[src/rtl/fifo_uart_tx_pkg.sv]
// fifo_uart_tx shared definitions.
// Transmitter FSM state encoding and parity seed.
package fifo_uart_tx_pkg;

    typedef enum logic [2:0] {
        ST_IDLE,
        ST_FETCH,
        ST_LOAD,
        ST_START,
        ST_DATA,
        ST_PARITY,
        ST_STOP
    } state_t;

    // XOR seed folded into the data reduction; 0 yields even parity.
    localparam logic PARITY_EVEN = 1'b0;

endpackage

[src/rtl/fifo_uart_tx_baud_tick.sv]
// UART bit-period down-counter.
// load restarts a full bit period; tick marks its last cycle.
module fifo_uart_tx_baud_tick #(
    parameter int CLK_DIV = 868
) (
    input  logic clk,
    input  logic rst,
    input  logic load,
    output logic tick
);

    localparam int CW = $clog2(CLK_DIV);
    localparam logic [CW-1:0] RELOAD = CW'(CLK_DIV - 1);

    logic [CW-1:0] cnt;

    always_ff @(posedge clk) begin
        if (rst) begin
            cnt <= '0;
        end else if (load) begin
            cnt <= RELOAD;
        end else if (cnt != '0) begin
            cnt <= cnt - 1'b1;
        end
    end

    assign tick = (cnt == '0);

endmodule

[src/rtl/fifo_uart_tx.sv]
// FIFO-fed UART transmitter.
// Pulls one FIFO word per frame and serialises it LSB first.
module fifo_uart_tx
    import fifo_uart_tx_pkg::*;
#(
    parameter int DATA_WIDTH = 8,
    parameter int CLK_DIV    = 868,
    parameter int PARITY_EN  = 0,
    parameter int STOP_BITS  = 1
) (
    input  logic                  clk,
    input  logic                  rst,
    input  logic                  enable,
    input  logic [DATA_WIDTH-1:0] fifo_dout,
    input  logic                  fifo_empty,
    output logic                  fifo_rden,
    output logic                  tx,
    output logic                  busy
);

    localparam int BW = $clog2(DATA_WIDTH);
    localparam logic [BW-1:0] LAST_BIT  = BW'(DATA_WIDTH - 1);
    localparam logic [BW-1:0] LAST_STOP = BW'(STOP_BITS - 1);

    state_t                state, state_n;
    logic [DATA_WIDTH-1:0] shreg, shreg_n;
    logic [BW-1:0]         bit_cnt, bit_cnt_n;
    logic                  par, par_n;
    logic                  tx_q, tx_n;
    logic                  rden_q, rden_n;
    logic                  baud_load;
    logic                  tick;
    logic                  start_ok;

    assign start_ok = enable & ~fifo_empty;

    fifo_uart_tx_baud_tick #(
        .CLK_DIV(CLK_DIV)
    ) u_baud (
        .clk (clk),
        .rst (rst),
        .load(baud_load),
        .tick(tick)
    );

    always_ff @(posedge clk) begin
        if (rst) begin
            state   <= ST_IDLE;
            shreg   <= '0;
            bit_cnt <= '0;
            par     <= 1'b0;
            tx_q    <= 1'b1;
            rden_q  <= 1'b0;
        end else begin
            state   <= state_n;
            shreg   <= shreg_n;
            bit_cnt <= bit_cnt_n;
            par     <= par_n;
            tx_q    <= tx_n;
            rden_q  <= rden_n;
        end
    end

    always_comb begin
        state_n   = state;
        shreg_n   = shreg;
        bit_cnt_n = bit_cnt;
        par_n     = par;
        tx_n      = tx_q;
        rden_n    = 1'b0;
        baud_load = 1'b0;
        unique case (state)
            ST_IDLE: begin
                tx_n = 1'b1;
                if (start_ok) begin
                    state_n = ST_FETCH;
                    rden_n  = 1'b1;
                end
            end
            ST_FETCH: begin
                state_n = ST_LOAD;
            end
            ST_LOAD: begin
                shreg_n   = fifo_dout;
                par_n     = (^fifo_dout) ^ PARITY_EVEN;
                tx_n      = 1'b0;
                bit_cnt_n = '0;
                baud_load = 1'b1;
                state_n   = ST_START;
            end
            ST_START: begin
                if (tick) begin
                    tx_n      = shreg[0];
                    shreg_n   = shreg >> 1;
                    baud_load = 1'b1;
                    state_n   = ST_DATA;
                end
            end
            ST_DATA: begin
                if (tick) begin
                    baud_load = 1'b1;
                    if (bit_cnt == LAST_BIT) begin
                        bit_cnt_n = '0;
                        if (PARITY_EN != 0) begin
                            tx_n    = par;
                            state_n = ST_PARITY;
                        end else begin
                            tx_n    = 1'b1;
                            state_n = ST_STOP;
                        end
                    end else begin
                        bit_cnt_n = bit_cnt + 1'b1;
                        tx_n      = shreg[0];
                        shreg_n   = shreg >> 1;
                    end
                end
            end
            ST_PARITY: begin
                if (tick) begin
                    tx_n      = 1'b1;
                    baud_load = 1'b1;
                    state_n   = ST_STOP;
                end
            end
            ST_STOP: begin
                if (tick) begin
                    // bit_cnt doubles as the stop-bit counter here
                    if (bit_cnt == LAST_STOP) begin
                        bit_cnt_n = '0;
                        if (start_ok) begin
                            state_n = ST_FETCH;
                            rden_n  = 1'b1;
                        end else begin
                            state_n = ST_IDLE;
                        end
                    end else begin
                        bit_cnt_n = bit_cnt + 1'b1;
                        baud_load = 1'b1;
                    end
                end
            end
            default: begin
                state_n = ST_IDLE;
            end
        endcase
    end

    assign fifo_rden = rden_q & ~rst;
    assign tx        = tx_q;
    assign busy      = (state != ST_IDLE);

endmodule
[config.mk]
export PLATFORM = sky130hd
export DESIGN_NAME = fifo_uart_tx
export DESIGN_NICKNAME = d
export VERILOG_FILES = /design/src/rtl/fifo_uart_tx_pkg.sv /design/src/rtl/fifo_uart_tx_baud_tick.sv /design/src/rtl/fifo_uart_tx.sv
export SDC_FILE = /design/constraint.sdc
export NUM_CORES = 1
export LEC_CHECK = 0
export ABC_AREA = 1
export CAP_MARGIN = 0
export CORE_UTILIZATION = 40
export CTS_CLUSTER_SIZE = 8
export DETAILED_ROUTE_END_ITERATION = 6
export SLEW_MARGIN = 10
export SYNTH_ARGS = -nofsm -noshare
export SYNTH_HDL_FRONTEND = slang
export SYNTH_SLANG_ARGS = --single-unit
[constraint.sdc]
create_clock -name clk -period 3.6 [get_ports clk]
set_clock_uncertainty 0.2 [all_clocks]
set_input_delay 0.54 -clock clk [delete_from_list [all_inputs] [get_ports clk]]
set_output_delay 0.54 -clock clk [all_outputs]
set_load 0.03 [all_outputs]
# ---- Word level (Yosys, flattened, before mapping)
# Cells that the tools add are included.
dict set report totals {
  output_inout_bits 3
  reg_bits 26
  input_bits 12
  elab_cells 76
}
dict set report op_classes {
  bitwise_logic 4
  add_sub_neg 2
  n_reduce_logical 15
  n_mux 33
  eq_ne 15
}
# op n
set op_table {}
lappend op_table {{two-way mux 3 bit} 11}
lappend op_table {{two-way mux 8 bit} 3}
lappend op_table {{case mux 8 bit (3 select lines)} 1}
lappend op_table {{case mux 3 bit (7 select lines)} 1}
lappend op_table {{two-way mux 10 bit} 2}
lappend op_table {{inequality test 2 bit (second input constant)} 8}
lappend op_table {{equality test 3 bit (second input constant)} 4}
lappend op_table {{two-way mux 1 bit} 11}
lappend op_table {{logical NOT 10 bit} 1}
lappend op_table {{nonzero test 10 bit} 1}
lappend op_table {{subtractor 10 x 1 -> 10 bit (second input constant)} 1}
lappend op_table {{case mux 3 bit (3 select lines)} 1}
lappend op_table {{nonzero test 3 bit} 3}
lappend op_table {{AND reduction 4 bit} 2}
lappend op_table {{AND reduction 7 bit} 1}
lappend op_table {{equality test 3 x 2 -> 1 bit (second input constant)} 2}
lappend op_table {{logical NOT 3 bit} 2}
lappend op_table {{case mux 1 bit (5 select lines)} 1}
lappend op_table {{nonzero test 5 bit} 1}
lappend op_table {{adder 3 x 1 -> 3 bit (second input constant)} 1}
lappend op_table {{equality test 3 x 1 -> 1 bit (second input constant)} 1}
lappend op_table {{case mux 1 bit (3 select lines)} 1}
lappend op_table {{AND reduction 3 bit} 1}
lappend op_table {{OR reduction 3 bit} 1}
lappend op_table {{5 further kinds} 7}

# ---- Depth between registers and ports, before layout
dict set report depth {
  ltp_word 6
  mapped_depth 10
  depth_no_buf 10
}

# ---- By module
# Synthesis repeated with hierarchy kept, for this count alone.
dict set report unflattened {
  cells_unflattened 240
  area_unflattened_um2 1587.8
}
# module cells_each n_inst seq_area_each_um2 area_each_um2
set modules_own_cells {}
lappend modules_own_cells {fifo_uart_tx 150 1 320.3 1003.5}
lappend modules_own_cells {fifo_uart_tx_baud_tick 90 1 200.2 584.3}

# ---- Worst setup path after synthesis
# No wires, ideal clock.
dict set report synth_timing {
  kind {input -> output}
  start {input port rst}
  end {output port fifo_rden}
  n_path_buf 2
  path_stages 3
  t_arrival_ns 1.343
  path_slack_ns 1.517
  required_time_ns 2.860
  path_cell_list {clkbuf_1 > clkbuf_1 > nor2_1}
}
dict set report synth_between {
  elab_chain_cells 2
}
# element line
set synth_lines {}
lappend synth_lines {{start: declaration} fifo_uart_tx.sv:12} ;# input logic rst,
lappend synth_lines {{NOT 1 bit} fifo_uart_tx.sv:148} ;# assign fifo_rden = rden_q & ~rst;
lappend synth_lines {{AND 1 bit} fifo_uart_tx.sv:148}
lappend synth_lines {{end: declaration} fifo_uart_tx.sv:16} ;# output logic fifo_rden,
# No other way between the ends.

# ---- Worst setup path after layout
dict set report layout_timing {
  start {register state[1]}
  end {output port busy}
}
dict set report layout_between {
  elab_chain_cells 1
}
# element line
set layout_lines {}
lappend layout_lines {{start: declaration} fifo_uart_tx.sv:25} ;# state_t state, state_n;
lappend layout_lines {{start signal: assignment} fifo_uart_tx.sv:55} ;# state <= state_n;
lappend layout_lines {{nonzero test 3 bit} fifo_uart_tx.sv:150} ;# assign busy = (state != ST_IDLE);
lappend layout_lines {{end: declaration} fifo_uart_tx.sv:18} ;# output logic busy
# No other way between the ends.

==> impl_metrics.csv <==
group,metric,value,unit
cts,worstSkewPairLatency,0.27,ns
route,wl_per_cell,11.3,µm
power,power_density,638,nW/µm²
setup_path,crit_path_start,"state[1]",
hold_path,hold_class,"flip-flop to flip-flop",
placement,port_buffers,14,
run_status,status,"finished, final reports clean",
route,wl_met1,1740,µm
die,rows,22,
synthesis,ys_warn_count,0,
setup_path,cp_max_fo,11,
die,fp.dieW,65.4,µm
cts,clkTransAtPathRegs,0.09,ns
sta,setup-tns-final,0,ns
synthesis,yosysTopAreaCellShare,32.3,%
placement,dpl_cell_area,1760,µm²
cells_and_area,regArea,520,µm²
route,wl,3440,µm
synthesis,avgSynthCellArea,6.59,µm²
die,boundaryPins,15,
route,wl_met3,92,µm
die,dieArea,4280,µm²
global_route,grt_max_degree,18,
route,vias_per_cell,4.89,
route,routed.top_layer,"met4",
route,drc,0,
die,core,3770,µm²
cells_and_area,fin_area,1810,µm²
die,start_util,42.7,%
synthesis,synth-seq-cells,26,
global_route,grt_pass1_vias,1376,
placement,dpl.hpwl,2590,µm
route,vias,1486,
sta,timing.hold.ws,0.278,ns
synthesis,synth_top_area_cell,"dfxtp_1",
cts,clockRootBuffer,"clkbuf_8",
power,peakVddDrop,0.000357,V
synthesis,yosysSeqAreaShare,32.3,%
sta,fmax,381,MHz
hold_path,min_from,"shreg[3]",
setup_path,worstPathRequired,2.86,ns
cells_and_area,area_delta_synth_final,12.8,%
cts,cts_tree,"yes",
setup_path,cp-end-kind,"output pin",
die,fp.dieH,65.4,µm
setup_path,arrival,1.88,ns
global_route,grt_pass1_wl,6040,µm
cts,clockBufferDepth,2,
cts,clkSinkCount,26,
global_route,grt_antenna_before_repair,0,
power,leakage,0.833,nW
synthesis,synthCells,244,
setup_path,critPathKind,"flip-flop to output pin",
hold_path,whs_path_depth,2,
synthesis,synth_fp_nets,261,
cells_and_area,fin_nets,274,
cts,ctsResizeCount,0,
route,dr.pass1.iters,4,
synthesis,yosysUniqueCellTypes,23,
sta,finalMaxSlewViolations,0,
cells_and_area,fillCellCount,415,
cts,numCtsBuffers,3,
sta,fin_crit,2.62,ns
cts,h-tree-depth,1,
synthesis,synth_area,1610,µm²
placement,gp_congestion,0.841,
global_route,track_usage,18.1,%
sta,rsz0062_at_grt,"false",
cells_and_area,multi_input_area,931,µm²
global_route,grt_overflow,0,
route,ant_nets,0,
sta,tightest_slew,0.537,ns
setup_path,worstSetupStartpointType,"flip-flop",
sta,finalHoldViolations,0,
cts,postCtsHoldBufs,0,
route,drtIter0Drc,81,
cts,post-cts-setup-buffer-count,0,
sta,period_share,72.8,%
cells_and_area,diodes,0,
setup_path,r2r-start,"u_baud.cnt[0]",
route,route.met2.wl,1590,µm
run,cap_violations,0,
setup_path,rr_worst_depth,9,
sta,slew_headroom,64.1,%
cells_and_area,drive_gt1_share,8.20,%
sta,setup_viol,0,
synthesis,yosys-top-cells-area,"dfxtp_1, nand2_1, nand3_1",
[final cells by class]
class                      instances  area share [%]
tap                               48            3.31
sequential                        26            28.7
clock buffer                       4            3.03
inverter                          26            5.52
multi-input combinational        185            51.3
timing repair buffer              15            8.14
[metrics by stage]
step / util [%] / cells / power, W / setup WS, ns
2_1_floorplan: - / 244 / 0.000865 / 1.52
3_3_place_gp: 46.6 / 300 / 0.000968 / 1.03
3_5_place_dp: 46.6 / 300 / 0.000970 / 1.03
4_1_cts: 48.1 / 304 / 0.00117 / 0.970
5_1_grt: 48.1 / 304 / 0.00127 / 0.882
6_report: 48.1 / 304 / 0.00116 / 0.979
[critical path, stage by stage, from the launching register on]
cell and delay (ns):
dfxtp_1 0.60, inv_1 0.15, nand2_1 0.17, clkdlybuf4s50_1 0.69
[worst paths after layout]
path	endpoint	slack (ns)
hold reg to reg	shreg[3]	0.28
hold / removal	shreg[3]	0.28
setup / recovery	busy	0.98
setup reg to reg	bit_cnt[1]	1.48
[power breakdown]
group | internal (W) | leakage [nW] | switching, W
combinational | 0.000209 | 0.592 | 0.000344
clock | 0.0000979 | 0.0288 | 0.0000954
sequential | 0.000353 | 0.212 | 0.0000570
total | 0.000660 | 0.833 | 0.000497
[synth_stat cells, drive strengths merged]
cell	n
ha	5
inv	26
xor2	4
a21boi	1
o21ai	4
clkbuf	2
o211ai	1
buf	5
nand2	68
nor2	40
nand4	4
a21oi	23
nand3b	1
nand3	34
dfxtp	26
[placed cells by master, fill, tap and decap left out]
cell	synthesis	layout
nand2_1	61	61
nor2_1	33	33
nand3_1	33	33
dfxtp_1	26	26
inv_1	25	25
a21oi_1	23	23
clkdlybuf4s50_1	0	14
ha_1	5	5
nand2_2	4	4
nor2_4	4	4
xor2_1	4	4
nand4_1	4	4
clkbuf_8	0	4
nor2_2	3	3
o21ai_0	3	3
nand2_4	3	3
inv_4	1	1
nand3_2	1	1
o21ai_1	1	1
nand3b_1	1	1
a21boi_0	1	1
o211ai_1	1	1
buf_4	0	1
[registers in the layout, summed over array words and instances, names as in the netlist]
register / flops
rden_q: 1
state: 3
tx: 1
bit_cnt: 3
shreg: 8
u_baud.cnt: 10
[metal layers]
metal	track usage, %	up-vias
met3	4.17	2
li1	-	807
met1	23.5	660
met2	30.2	17
met4	4.08	0
met5	0	-
[cells by family (layout without fill, tap and decap cells)]
kind of cell / count (synthesis) / after routing / synth area share, %
AO/OA/AOI/OAI: 29 / 29 / 9.33
XOR/XNOR: 4 / 4 / 2.18
adder cells (fa/ha/maj): 5 / 5 / 3.89
buffers and inverters: 33 / 45 / 9.80
flip-flops: 26 / 26 / 32.3
AND/OR/NAND/NOR: 147 / 147 / 42.5
Note: power is estimated with default switching activity, not from simulation.
